`config.mk`:
```
export PLATFORM = sky130hd
export DESIGN_NAME = weight_update
export DESIGN_NICKNAME = d
export VERILOG_FILES = /design/src/rtl/tpu_pkg.sv /design/src/rtl/fxp_sub_sat.sv /design/src/rtl/weight_update.sv
export SDC_FILE = /design/constraint.sdc
export NUM_CORES = 1
export LEC_CHECK = 0
export CORE_AREA = 2 2 163 165
export DETAILED_ROUTE_END_ITERATION = 7
export DIE_AREA = 0 0 165 167
export HOLD_SLACK_MARGIN = 0.12
export PLACE_DENSITY = 0.86
export REMOVE_ABC_BUFFERS = 1
export SLEW_MARGIN = 20
export SYNTH_ARGS = -nofsm -noshare
export SYNTH_HDL_FRONTEND = slang
export SYNTH_SLANG_ARGS = --single-unit
```
`constraint.sdc`:
```
create_clock -name clk -period 6.73 [get_ports clk]
set_input_delay 1.346 -clock clk [delete_from_list [all_inputs] [get_ports clk]]
set_output_delay 1.346 -clock clk [all_outputs]
set_load 0.02 [all_outputs]
```
`src/rtl/tpu_pkg.sv`:
```
// Shared fixed-point types and constants for the TPU datapath.
package tpu_pkg;
  typedef logic signed [15:0] fixed_t;

  localparam int     FRAC_BITS_DEFAULT = 8;
  localparam fixed_t FIXED_MAX = 16'sh7FFF;
  localparam fixed_t FIXED_MIN = 16'sh8000;

  typedef enum logic [1:0] {
    IDLE,
    RUN,
    DRAIN,
    DONE
  } wu_state_t;
endpackage

```
`src/rtl/fxp_sub_sat.sv`:
```
// Combinational a - b with saturation to the Q8.8 range.
module fxp_sub_sat
  import tpu_pkg::*;
#(
  parameter int W = 32
) (
  input  logic signed [W-1:0] a,
  input  logic signed [W-1:0] b,
  output fixed_t              y
);

  localparam logic signed [W:0] HI = (W+1)'(FIXED_MAX);
  localparam logic signed [W:0] LO = (W+1)'(FIXED_MIN);

  // One extra bit so the difference itself never wraps.
  logic signed [W:0] diff;

  assign diff = (W+1)'(a) - (W+1)'(b);

  always_comb begin
    if (diff > HI) begin
      y = FIXED_MAX;
    end else if (diff < LO) begin
      y = FIXED_MIN;
    end else begin
      y = fixed_t'(diff[15:0]);
    end
  end

endmodule

```
`src/rtl/weight_update.sv`:
```
// SGD weight update: w - ((g * lr) >>> FRAC_BITS), saturated,
// three-register pipeline with a pass FSM.
module weight_update
  import tpu_pkg::*;
#(
  parameter int N_WEIGHTS = 4,
  parameter int FRAC_BITS = FRAC_BITS_DEFAULT
) (
  input  logic        clk,
  input  logic        rst,
  input  logic        start,
  input  logic [15:0] lr_in,
  input  logic        weight_valid_in,
  input  fixed_t      weight_in,
  input  logic        grad_valid_in,
  input  fixed_t      grad_in,
  output logic        update_valid_out,
  output fixed_t      update_data_out,
  output logic        busy,
  output logic        done,
  output logic        pair_err
);

  wu_state_t state;
  wu_state_t state_nxt;

  logic [7:0]  cnt;
  logic [15:0] lr_q;

  logic        start_ok;
  logic        accept;
  logic        one_sided;
  logic        last;
  logic        pipe_empty;

  logic signed [31:0] g_ext;
  logic signed [31:0] lr_ext;
  logic signed [31:0] prod;

  logic               v1;
  fixed_t             w1;
  logic signed [31:0] p1;
  logic signed [31:0] w1_ext;
  logic               v2;
  fixed_t             r2;
  fixed_t             sat;

  assign start_ok  = (state == IDLE) && start;
  assign accept    = (state == RUN) && weight_valid_in && grad_valid_in;
  assign one_sided = (state == RUN) && (weight_valid_in ^ grad_valid_in);
  assign last      = accept && (cnt == 8'(N_WEIGHTS - 1));

  // Pass ends once the final result has left the output register.
  assign pipe_empty = !v1 && !v2 && update_valid_out;

  assign g_ext  = 32'(grad_in);
  assign lr_ext = {16'd0, lr_q};
  assign prod   = g_ext * lr_ext;
  assign w1_ext = 32'(w1);

  always_ff @(posedge clk) begin
    if (rst) begin
      state <= IDLE;
    end else begin
      state <= state_nxt;
    end
  end

  always_comb begin
    state_nxt = state;
    unique case (state)
      IDLE:  if (start) state_nxt = RUN;
      RUN:   if (last) state_nxt = DRAIN;
      DRAIN: if (pipe_empty) state_nxt = DONE;
      DONE:  state_nxt = IDLE;
      default: state_nxt = IDLE;
    endcase
  end

  always_comb begin
    busy = 1'b0;
    done = 1'b0;
    unique case (state)
      RUN, DRAIN: busy = 1'b1;
      DONE:       done = 1'b1;
      default:    ;
    endcase
  end

  always_ff @(posedge clk) begin
    if (rst) begin
      lr_q     <= '0;
      cnt      <= '0;
      pair_err <= 1'b0;
    end else if (start_ok) begin
      lr_q     <= lr_in;
      cnt      <= '0;
      pair_err <= 1'b0;
    end else begin
      if (accept) cnt <= cnt + 8'd1;
      if (one_sided) pair_err <= 1'b1;
    end
  end

  fxp_sub_sat #(
    .W(32)
  ) u_sub (
    .a(w1_ext),
    .b(p1),
    .y(sat)
  );

  always_ff @(posedge clk) begin
    if (rst) begin
      v1               <= 1'b0;
      w1               <= '0;
      p1               <= '0;
      v2               <= 1'b0;
      r2               <= '0;
      update_valid_out <= 1'b0;
      update_data_out  <= '0;
    end else begin
      v1 <= accept;
      if (accept) begin
        w1 <= weight_in;
        p1 <= prod >>> FRAC_BITS;
      end
      v2 <= v1;
      if (v1) r2 <= sat;
      update_valid_out <= v2;
      if (v2) update_data_out <= r2;
    end
  end

endmodule

```
=== Word-level counts from Yosys, hierarchy flattened ===
Cells that the tools add are included.

* $add $sub $neg: 2
* $mul: 1
* Magnitude comparators: 2
* Eq/ne operators: 7
* Mux-type cells: 8
* Bitwise gates (word level): 1
* Reductions and logical operators: 13

{| class="wikitable"
|+ Operators by type and width
! kind !! number
|-
| $gt 33x16->1 const B || 1
|-
| $lt 33x16->1 const B || 1
|-
| $mul 16x17->32 || 1
|-
| $mux 16 || 2
|-
| $sub 16x24->25 || 1
|-
| $add 8x1->8 const B || 1
|-
| $eq 8x2->1 const B || 1
|-
| $pmux 2 s4 || 1
|-
| $logic_and 1x1->1 || 7
|-
| $mux 2 || 3
|-
| $ne 2x2->1 const B || 3
|-
| $eq 2x2->1 const B || 2
|-
| $reduce_or 2->1 || 2
|-
| $reduce_and 3->1 || 1
|-
| $eq 2x1->1 const B || 1
|-
| $logic_not 1->1 || 2
|-
| $logic_not 2->1 || 1
|-
| $mux 1 || 2
|-
| $xor 1x1->1 || 1
|}

* Register bits after elaboration: 102
* Input bits: 53
* Output and inout port bits: 20
* Logic and storage cells: 45

=== Logic depth before layout (Yosys ltp) ===
Gate-level depths: netlist of the first run.

* Depth in word-level cells: 6
* Depth in mapped cells: 23
* Depth with buffers taken out: 22

=== Modules after synthesis ===
A second synthesis of the first run with hierarchy kept.

* Cell total of the unflattened synthesis: 1,762
* Area total of the unflattened synthesis: 14,692.8 µm²

{| class="wikitable"
|+ By module, submodules not included
! module !! instances !! cells an instance !! area each (µm²) !! seq. area each (µm²)
|-
| weight_update || 1 || 1,419 || 12,340.6 || 2,042.0
|-
| fxp_sub_sat || 1 || 343 || 2,352.3 || 0.0
|}

=== Least setup slack after synthesis of the first run ===
No wires, ideal clock.

* Kind: input-to-reg
* From: in grad_in[6]
* To: reg p1[21]
* Library setup time: 62 ps
* Arrival: 6,976 ps
* Required time: 6,668 ps
* Path slack: -308 ps
* Stages on the path: 22
* Path buffers: 1
* Cell sequence: clkbuf_1 > and2_1 > fa_1 > inv_1 > fa_1 > fa_1 > inv_1 > fa_1 > fa_1 > inv_1 > fa_1 > inv_1 > ha_1 > and4_1 > and3_1 > nand3_1 > a31oi_1 > a21boi_1 > o21ai_1 > a21oi_1 > or4_1 > nand3_1

* Longest elaborated chain between the ends: 1

{| class="wikitable"
|+ Ends and longest elaborated chain
! what !! line !! RTL
|-
| start, declared || weight_update.sv:16 || <nowiki>input fixed_t grad_in,</nowiki>
|-
| $mul 16x17->32 || weight_update.sv:58 || <nowiki>assign prod = g_ext * lr_ext;</nowiki>
|-
| end signal, assigned || weight_update.sv:126 || <nowiki>p1 <= prod >>> FRAC_BITS;</nowiki>
|-
| end, declared || weight_update.sv:42 || <nowiki>logic signed [31:0] p1;</nowiki>
|}

Every way passes these cells.
A chain may end at the register's enable or synchronous reset.

=== Final worst setup path of the first run ===
* From: in grad_in[4]
* To: reg p1[21]

The elaborated chain is that of the path after synthesis.

==> flow_summary.ini, run 1 <==
[logic_synthesis]
syn_area_mm2 = 0.0135
netlist_instances = 1575
postSynthAreaPerCell_um2 = 8.60
synth_seq_cells = 102
synthArstFlopShare = 0
synthTopCellsByArea = fa_1 (29%), dfxtp_1 (15%), ha_1 (13%), inv_1 (7.7%), nand2_1 (7.1%)
yosys_warnings = 0
ys_seq_area_frac = 0.151
yosys.area.top_type_share = 0.287
ys.flop_type = dfxtp_1
synth_edf_count = 0
synth_top_area_cell = fa_1
synth_cell_type_count = 69

[placed_design]
dp_slack_ps = -1010
gp_congestion = 0.904
io_buffers = 72
place_area_mm2 = 0.0151
hpwl_um = 26800

[power_and_ir_drop]
ir_drop_mv = 0.409
leakagePower_uw = 0.00747
power.density_mw_per_mm2 = 455

[layout]
drive_gt1_frac = 0.140
synthToLayoutAreaGrowth_pct = 16.9
multi_input_area_mm2 = 0.0105
stdcell_area_mm2 = 0.0158
antenna_cells = 0
seqCellArea_mm2 = 0.00204
layout_commonest_cell = inv_1
final_nets = 2087
mostFrequentLayoutCells = inv_1 (261), nand2_1 (244), fa_1 (186)
fin_util = 0.615
nFillCells = 1969

[min_path]
hold_class = reg2reg
min-delay-start = p1[11]
min_to = p1[11]
hold-path-cell-count = 2

[worst_setup_path]
r2r-end = p1[21]
crit_required_ps = 7040
cp.arrival_ps = 6990
path_max_fanout = 6
endpoint_kind = register
crit_start = grad_in[4]
rrSetupSlack_ps = 320
reg2reg_from = lr_q[9]
crit_path_start_kind = primary input
rr_worst_depth = 20
crit_type = in2reg

[clock_network]
cts_made_buffers = 9
numClockSinks = 102
cts-root-buf = clkbuf_16
clk_pin_slew_ps = 80
insertion_delay_ps = 370
clock_path_buffers = 2
htree_levels = 3
cts_tree = built

[global_route]
grt_max_degree = 59
grt_remaining_overflow = 0
grt_usage = 0.270
antenna_found_initial = 0
grt_pass1_vias = 12300
grt_pass1_wl_um = 59300

[floorplan]
die-height_um = 167
rows = 59
dieArea_mm2 = 0.0276
fp.coreArea_mm2 = 0.0258
die_x_um = 165
start_util = 0.526
pin_count = 73

[timing]
fin_crit_sh = 0.993
hold_violations = 0
timing.fmax_ghz = 0.150
maxSlewHeadroom = 0.359
final.setup.worst_slack_ps = 49.8
setup-violations-final = 0
worst_slew_pin_slew_ps = 960
finalCriticalPeriod_ps = 6680
holdWs_ps = 458
maxSlewViolCount = 0
grt_setup_unrepaired = true
fin_worst_skew_ps = 14.1

[routing]
drt-total-wl_um = 36200
post_drt_wl_per_cell_um = 17.8
via_count = 11300
drc = 0
initialDrtViolationCount = 727
vias_per_cell = 5.57
ant_nets = 0
drtPass1Iterations = 5

[flow_run]
maxCapViolCount = 0

[outcome]
outcome = completed
[logic make-up after synthesis]
family | share of synthesized area
simple gates | 0.185
buf+inv | 0.0975
fa+ha+maj | 0.420
compound gates | 0.102
flops | 0.151
xor+xnor | 0.0323
mux | 0.0134
[critical path, cell delays in order]
cell and delay, ps:
buf_8 110, buf_6 120, and2_4 150, fa_1 560
inv_2 50, fa_1 470, fa_1 500, inv_1 50
fa_1 480, fa_1 570, inv_2 60, fa_1 550
inv_2 50, ha_4 270, a21o_1 170, nand2_2 80
a21bo_4 210, a31oi_4 200, a21boi_4 100, o21ai_4 210
a21oi_2 90, or4_1 500, nand3_1 90
[stage by stage]
stage                     instances  TNS (ps)  power (uW)
final                          2036         0        7210
after detailed placement       2004    -15130        5970
after floorplan                1508      -247        4290
after global placement         2004    -11630        5810
after global routing           2036      -364        7870
after CTS                      2028         0        6880
[cell usage after synthesis, types with 2 or more instances]
cell type,n
a2111oi_0,2
a211o_1,2
a211oi_1,4
a21bo_2,2
a21boi_0,2
a21o_1,17
a21oi_1,79
a221oi_1,3
a221oi_2,2
a31oi_1,10
a31oi_2,2
and2_1,116
and3_1,9
and4_1,2
buf_1,5
buf_2,2
clkbuf_1,58
dfxtp_1,102
fa_1,194
ha_1,144
inv_1,277
mux2i_1,17
nand2_1,255
nand2b_1,11
nand3_1,17
nand3b_1,2
nand4_1,7
nor2_1,66
nor2b_1,10
nor3_1,7
nor4_1,3
o2111ai_1,3
o211ai_1,2
o21a_1,5
o21ai_0,20
o21ai_1,3
o21bai_1,4
o31ai_1,2
o32ai_1,6
o32ai_2,8
or3_1,13
or4_1,5
xnor2_1,25
xor2_1,25
[cell type report]
cell class	instances	area share
well taps	335	0.0265
inverters	278	0.0659
clock inverters	7	0.00545
flip-flops and latches	102	0.129
clock buffers	9	0.0142
multi-input cells	1128	0.664
repair buffers	177	0.0946
[how the worst max path moves through the flow]
stage,to,slack [ps],depth (start not counted)
2_1_floorplan,p1[21],-140,21
3_3_place_gp,p1[22],-870,22
3_5_place_dp,p1[22],-1010,23
4_1_cts,p1[22],8,21
5_1_grt,p1[21],-130,23
6_report,p1[21],50,23
[flip-flops by register name, indices dropped and copies added (netlist names), 2 cells and up]
register / count
p1: 24
lr_q: 16
r2: 16
update_data_out: 16
w1: 16
cnt: 8
state: 2
[timing repair]
item,CTS,global route
cloned,0,0
setup endpoints to repair,17,18
resized for setup,90,74
hold buffers,0,0
pin swaps,63,46
buffers inserted,8,8
[report_power, final]
group | total (uW) | switching, uW | internal (uW)
Combinational | 5860 | 3150 | 2700
Sequential | 810 | 123 | 687
Clock | 545 | 278 | 267
Total | 7210 | 3550 | 3660
[metal layers]
metal | wire (um) | GRT usage | vias up
met3 | 2350 | 0.0483 | 158
met2 | 17800 | 0.461 | 480
met4 | 2030 | 0.130 | 0
li1 | - | - | 5195
met1 | 14000 | 0.328 | 5502
met5 | 0 | 0 | -
(Power assumes the default switching activity.)
==> run 2: changes to the inputs <==
GPL_ROUTABILITY_DRIVEN = 0   (was unset)
==> flow_summary.ini, run 2 (synthesized netlist as in run 1, its figures left out) <==
[outcome]
outcome = completed

[global_route]
grt_max_degree = 58
grt_remaining_overflow = 0
grt_pass1_vias = 12400
grt_usage = 0.265
antenna_found_initial = 0
grt_pass1_wl_um = 58500

[power_and_ir_drop]
swShare = 0.500
leakagePower_uw = 0.00745
power.density_mw_per_mm2 = 474
comb_power_share = 0.819
pwr-share-clk = 0.073
power_uw = 7520
internal-power_uw = 3760
ir_drop_mv = 0.379
seqPwrFrac = 0.108
p_sw_uw = 3760

[routing]
initialDrtViolationCount = 907
via_count = 11600
vias_per_cell = 5.69
drc = 0
drt-total-wl_um = 37400
drtPass1Iterations = 6
post_drt_wl_per_cell_um = 18.3
ant_nets = 0

[clock_network]
htree_levels = 3
cts_tree = built
clk_pin_slew_ps = 80
numClockSinks = 102
cts_made_buffers = 9
clock_path_buffers = 2
hold_buffers = 0
cts-root-buf = clkbuf_16
insertion_delay_ps = 370

[worst_setup_path]
path_cells = buf_4, and2_1, fa_1, inv_1, fa_2, fa_2, inv_1, fa_1, fa_1, inv_2, fa_1, inv_2, ha_4, and4_4, and3_4, nand3_4, a31oi_4, a21boi_4, o21ai_4, a21oi_2, or4_1, nand3_1
cp_top_family = adder cells
endpoint_kind = register
path_buf_inv = 5
slowest_stage = fa_1
crit_path_start_kind = primary input
cpPeakStageDelay_ps = 590
crit_type = in2reg
cp.arrival_ps = 7020
crit_top_cell = fa_1
path_max_fanout = 6
crit_required_ps = 7040

[layout]
layout_commonest_cell = inv_1
seqCellArea_mm2 = 0.00204
drive_gt1_frac = 0.141
antenna_cells = 0
mostFrequentLayoutCells = inv_1 (260), nand2_1 (243), fa_1 (184)
synthToLayoutAreaGrowth_pct = 17.1
top_register = p1
largest_register_ff_count = 24
final_nets = 2091
stdcell_area_mm2 = 0.0159
nFillCells = 1938
multi_input_area_mm2 = 0.0105

[placed_design]
place_area_mm2 = 0.0151
dp_slack_ps = -1030
hpwl_um = 26500
io_buffers = 72

[timing]
hold_violations = 0
setup-violations-final = 0
holdWs_ps = 453
timing.fmax_ghz = 0.149
fin_crit_sh = 0.996
fin_worst_skew_ps = 6.11
maxSlewViolCount = 0
finalSetupTns_ps = 0
finalCriticalPeriod_ps = 6710
worst_slew_pin_slew_ps = 931
maxSlewHeadroom = 0.379
final.setup.worst_slack_ps = 24.7

[floorplan]
rows = 59
die-height_um = 167
dieArea_mm2 = 0.0276
die_x_um = 165
fp.coreArea_mm2 = 0.0258
start_util = 0.526
pin_count = 73

[flow_run]
maxCapViolCount = 0

[min_path]
hold_class = reg2reg
[run 2: cell count changes in the layout (fill, tap and decap cells not counted), moves of 2 or more]
cell,previous run,this run
clkbuf_2,9,12
a21oi_2,7,4
and2_1,105,111
nor2_2,0,2
nor2_1,66,64
fa_1,186,184
nand2_4,3,0
fa_2,8,10
buf_4,95,97
and2_4,11,5
a21oi_1,72,75
nand2_2,8,12
[run 2: path summary, 6_finish.rpt]
check / startpoint / endpoint / slack, ps / cells past startpoint
worst max register to register: lr_q[9] / p1[21] / 270 / 20
worst max-delay path: grad_in[6] / p1[21] / 20 / 22
worst min register to register: p1[17] / p1[17] / 450 / 2
worst min-delay path: p1[17] / p1[17] / 450 / 2
[run 2: metrics by stage]
step | instances | util
2_1_floorplan | 1508 | -
3_3_place_gp | 2003 | 0.585
3_5_place_dp | 2003 | 0.585
4_1_cts | 2027 | 0.607
5_1_grt | 2040 | 0.615
6_report | 2040 | 0.615
[run 2: routing by layer]
| metal | up-vias | share of wire | wire length [um] | GRT usage |
|---|---|---|---|---|
| li1 | 5202 | - | - | - |
| met5 | - | 0 | 0 | 0 |
| met3 | 171 | 0.075 | 2810 | 0.0570 |
| met2 | 595 | 0.50 | 18600 | 0.458 |
| met1 | 5649 | 0.37 | 13900 | 0.312 |
| met4 | 0 | 0.055 | 2040 | 0.124 |
[run 2: worst register-to-register path: stages (launching register included)]
cell and delay, ps:
dfxtp_1 830, nand2_1 180, fa_1 540, fa_1 510
fa_2 550, inv_1 60, fa_1 460, fa_1 590
inv_2 60, fa_1 570, inv_2 50, ha_4 270
and4_4 230, and3_4 200, nand3_4 90, a31oi_4 220
a21boi_4 100, o21ai_4 210, a21oi_2 100, or4_1 490
nand3_1 90
[run 2: what timing repair did]
item / 4_1_cts / 5_1_grt
buffers inserted: 8 / 13
endpoints found under the setup margin: 18 / 15
pin swaps: 59 / 47
resized for setup: 81 / 71
[run 2: power groups by stage]
stage / logic (uW) / registers [uW] / clock network (uW)
2_1_floorplan: 3520 / 775 / 0
3_3_place_gp: 4950 / 810 / 0
3_5_place_dp: 5160 / 814 / 0
4_1_cts: 5540 / 803 / 556
5_1_grt: 6720 / 820 / 584
6_report: 6160 / 812 / 550
[run 2: cell type report]
class,count,area share
tap,335,0.0264
multi-input combinational,1128,0.663
timing repair buffer,181,0.0964
clock buffer,9,0.0142
sequential,102,0.129
inverter,278,0.0658
clock inverter,7,0.00576
==> run 3: changes to the inputs <==
MAX_ROUTING_LAYER = met4   (was unset)
==> flow_summary.ini, run 3 (synthesized netlist as in run 1, its figures left out) <==
[power_and_ir_drop]
pwr-share-clk = 0.073
power_uw = 7500
power.density_mw_per_mm2 = 473
internal-power_uw = 3750
swShare = 0.500
ir_drop_mv = 0.373
seqPwrFrac = 0.108
comb_power_share = 0.819
leakagePower_uw = 0.00746
p_sw_uw = 3750

[layout]
layout_commonest_cell = inv_1
synthToLayoutAreaGrowth_pct = 17.2
fin_util = 0.616
drive_gt1_frac = 0.142
antenna_cells = 0
mostFrequentLayoutCells = inv_1 (260), nand2_1 (243), fa_1 (184)
largest_register_ff_count = 24
top_register = p1
final_nets = 2094

[clock_network]
hold_buffers = 0
clk_pin_slew_ps = 80
cts_made_buffers = 9
cts_tree = built
numClockSinks = 102
cts-root-buf = clkbuf_16
htree_levels = 3
insertion_delay_ps = 370
clock_path_buffers = 2

[floorplan]
die-height_um = 167
start_util = 0.526
fp.coreArea_mm2 = 0.0258
pin_count = 73
rows = 59
dieArea_mm2 = 0.0276
die_x_um = 165

[routing]
drc = 0
drt-total-wl_um = 37300
via_count = 11600
initialDrtViolationCount = 983
post_drt_wl_per_cell_um = 18.3
vias_per_cell = 5.70
drtPass1Iterations = 5
ant_nets = 0

[worst_setup_path]
cp.arrival_ps = 7010
endpoint_kind = register
path_max_fanout = 6
cp_top_family = adder cells
path_cells = clkbuf_2, and2_1, fa_1, inv_1, fa_1, inv_1, fa_1, fa_1, fa_1, inv_2, fa_1, inv_2, ha_4, a21o_1, nand2_2, a21bo_4, a31oi_4, a21boi_4, o21ai_4, a21oi_2, or4_1, nand3_1
slowest_stage = fa_1
crit_type = in2reg
crit_path_start_kind = primary input
crit_top_cell = fa_1
path_buf_inv = 5
crit_required_ps = 7040
cpPeakStageDelay_ps = 560

[global_route]
antenna_found_initial = 0
grt_pass1_vias = 12400
grt_usage = 0.274
grt_remaining_overflow = 0
grt_max_degree = 58
grt_pass1_wl_um = 58600

[timing]
finalCriticalPeriod_ps = 6700
timing.fmax_ghz = 0.149
setup-violations-final = 0
maxSlewViolCount = 0
maxSlewHeadroom = 0.376
hold_violations = 0
worst_slew_pin_slew_ps = 935
fin_crit_sh = 0.996
fin_worst_skew_ps = 6.29

[placed_design]
hpwl_um = 26500
io_buffers = 72

[outcome]
outcome = completed

[flow_run]
maxCapViolCount = 0

[min_path]
hold_class = reg2reg
[run 3: cell count changes in the layout (fill, tap and decap cells not counted)]
cell / delta
buf_6: +1
buf_8: -1
buf_4: +3
[run 3: metal layers]
layer,vias to the layer above,share of wire,global-route usage
met3,206,0.084,0.0565
li1,5201,-,-
met4,0,0.058,0.124
met1,5622,0.36,0.314
met2,608,0.49,0.458
met5,-,0,-
[run 3: timing repair]
| item | 4_1_cts | 5_1_grt |
|---|---|---|
| endpoints found under the setup margin | 18 | 15 |
| pin swaps | 59 | 47 |
| buffers inserted | 8 | 16 |
| resized for setup | 81 | 70 |
[run 3: area by class of cell]
cell class | instances | area (um^2)
clock buffers | 9 | 225
clock inverters | 7 | 91.3
fillers | 1938 | 9890
inverters | 278 | 1040
multi-input cells | 1128 | 10500
flip-flops and latches | 102 | 2040
well taps | 335 | 419
repair buffers | 184 | 1550
[run 3: worst paths after layout]
check | start | end | slack (ps) | depth (start not counted)
worst min-delay path | p1[17] | p1[17] | 450 | 2
worst max-delay path | grad_in[11] | p1[21] | 30 | 22
worst max register to register | lr_q[5] | p1[21] | 280 | 21
worst min register to register | p1[17] | p1[17] | 450 | 2
[run 3: power groups by stage]
stage	clock network (uW)	logic [uW]	registers [uW]
finish	549	6140	812
global route	584	6730	821
CTS	556	5540	803
detailed placement	0	5160	814
global placement	0	4950	810
floorplan	0	3520	775
[run 3: stage by stage]
stage | cell area, um^2 | instances | worst slack, ps | hold WS [ps] | setup TNS (ps)
after floorplan | 13300 | 1508 | -139 | 425 | -247
after global placement | 15100 | 2003 | -875 | 441 | -11860
after detailed placement | 15100 | 2003 | -1030 | 446 | -15000
after CTS | 15700 | 2027 | 6.39 | 455 | 0
after global routing | 15900 | 2043 | -136 | 476 | -595
final | 15900 | 2043 | 27.4 | 455 | 0
[run 3: tightest hold or removal path: cells and delay by family, from the launching register on]
family	cells	cell delay [ps]
DFF	1	310
and+or+nand+nor	1	50
AOI/OAI and AO/OA	1	50
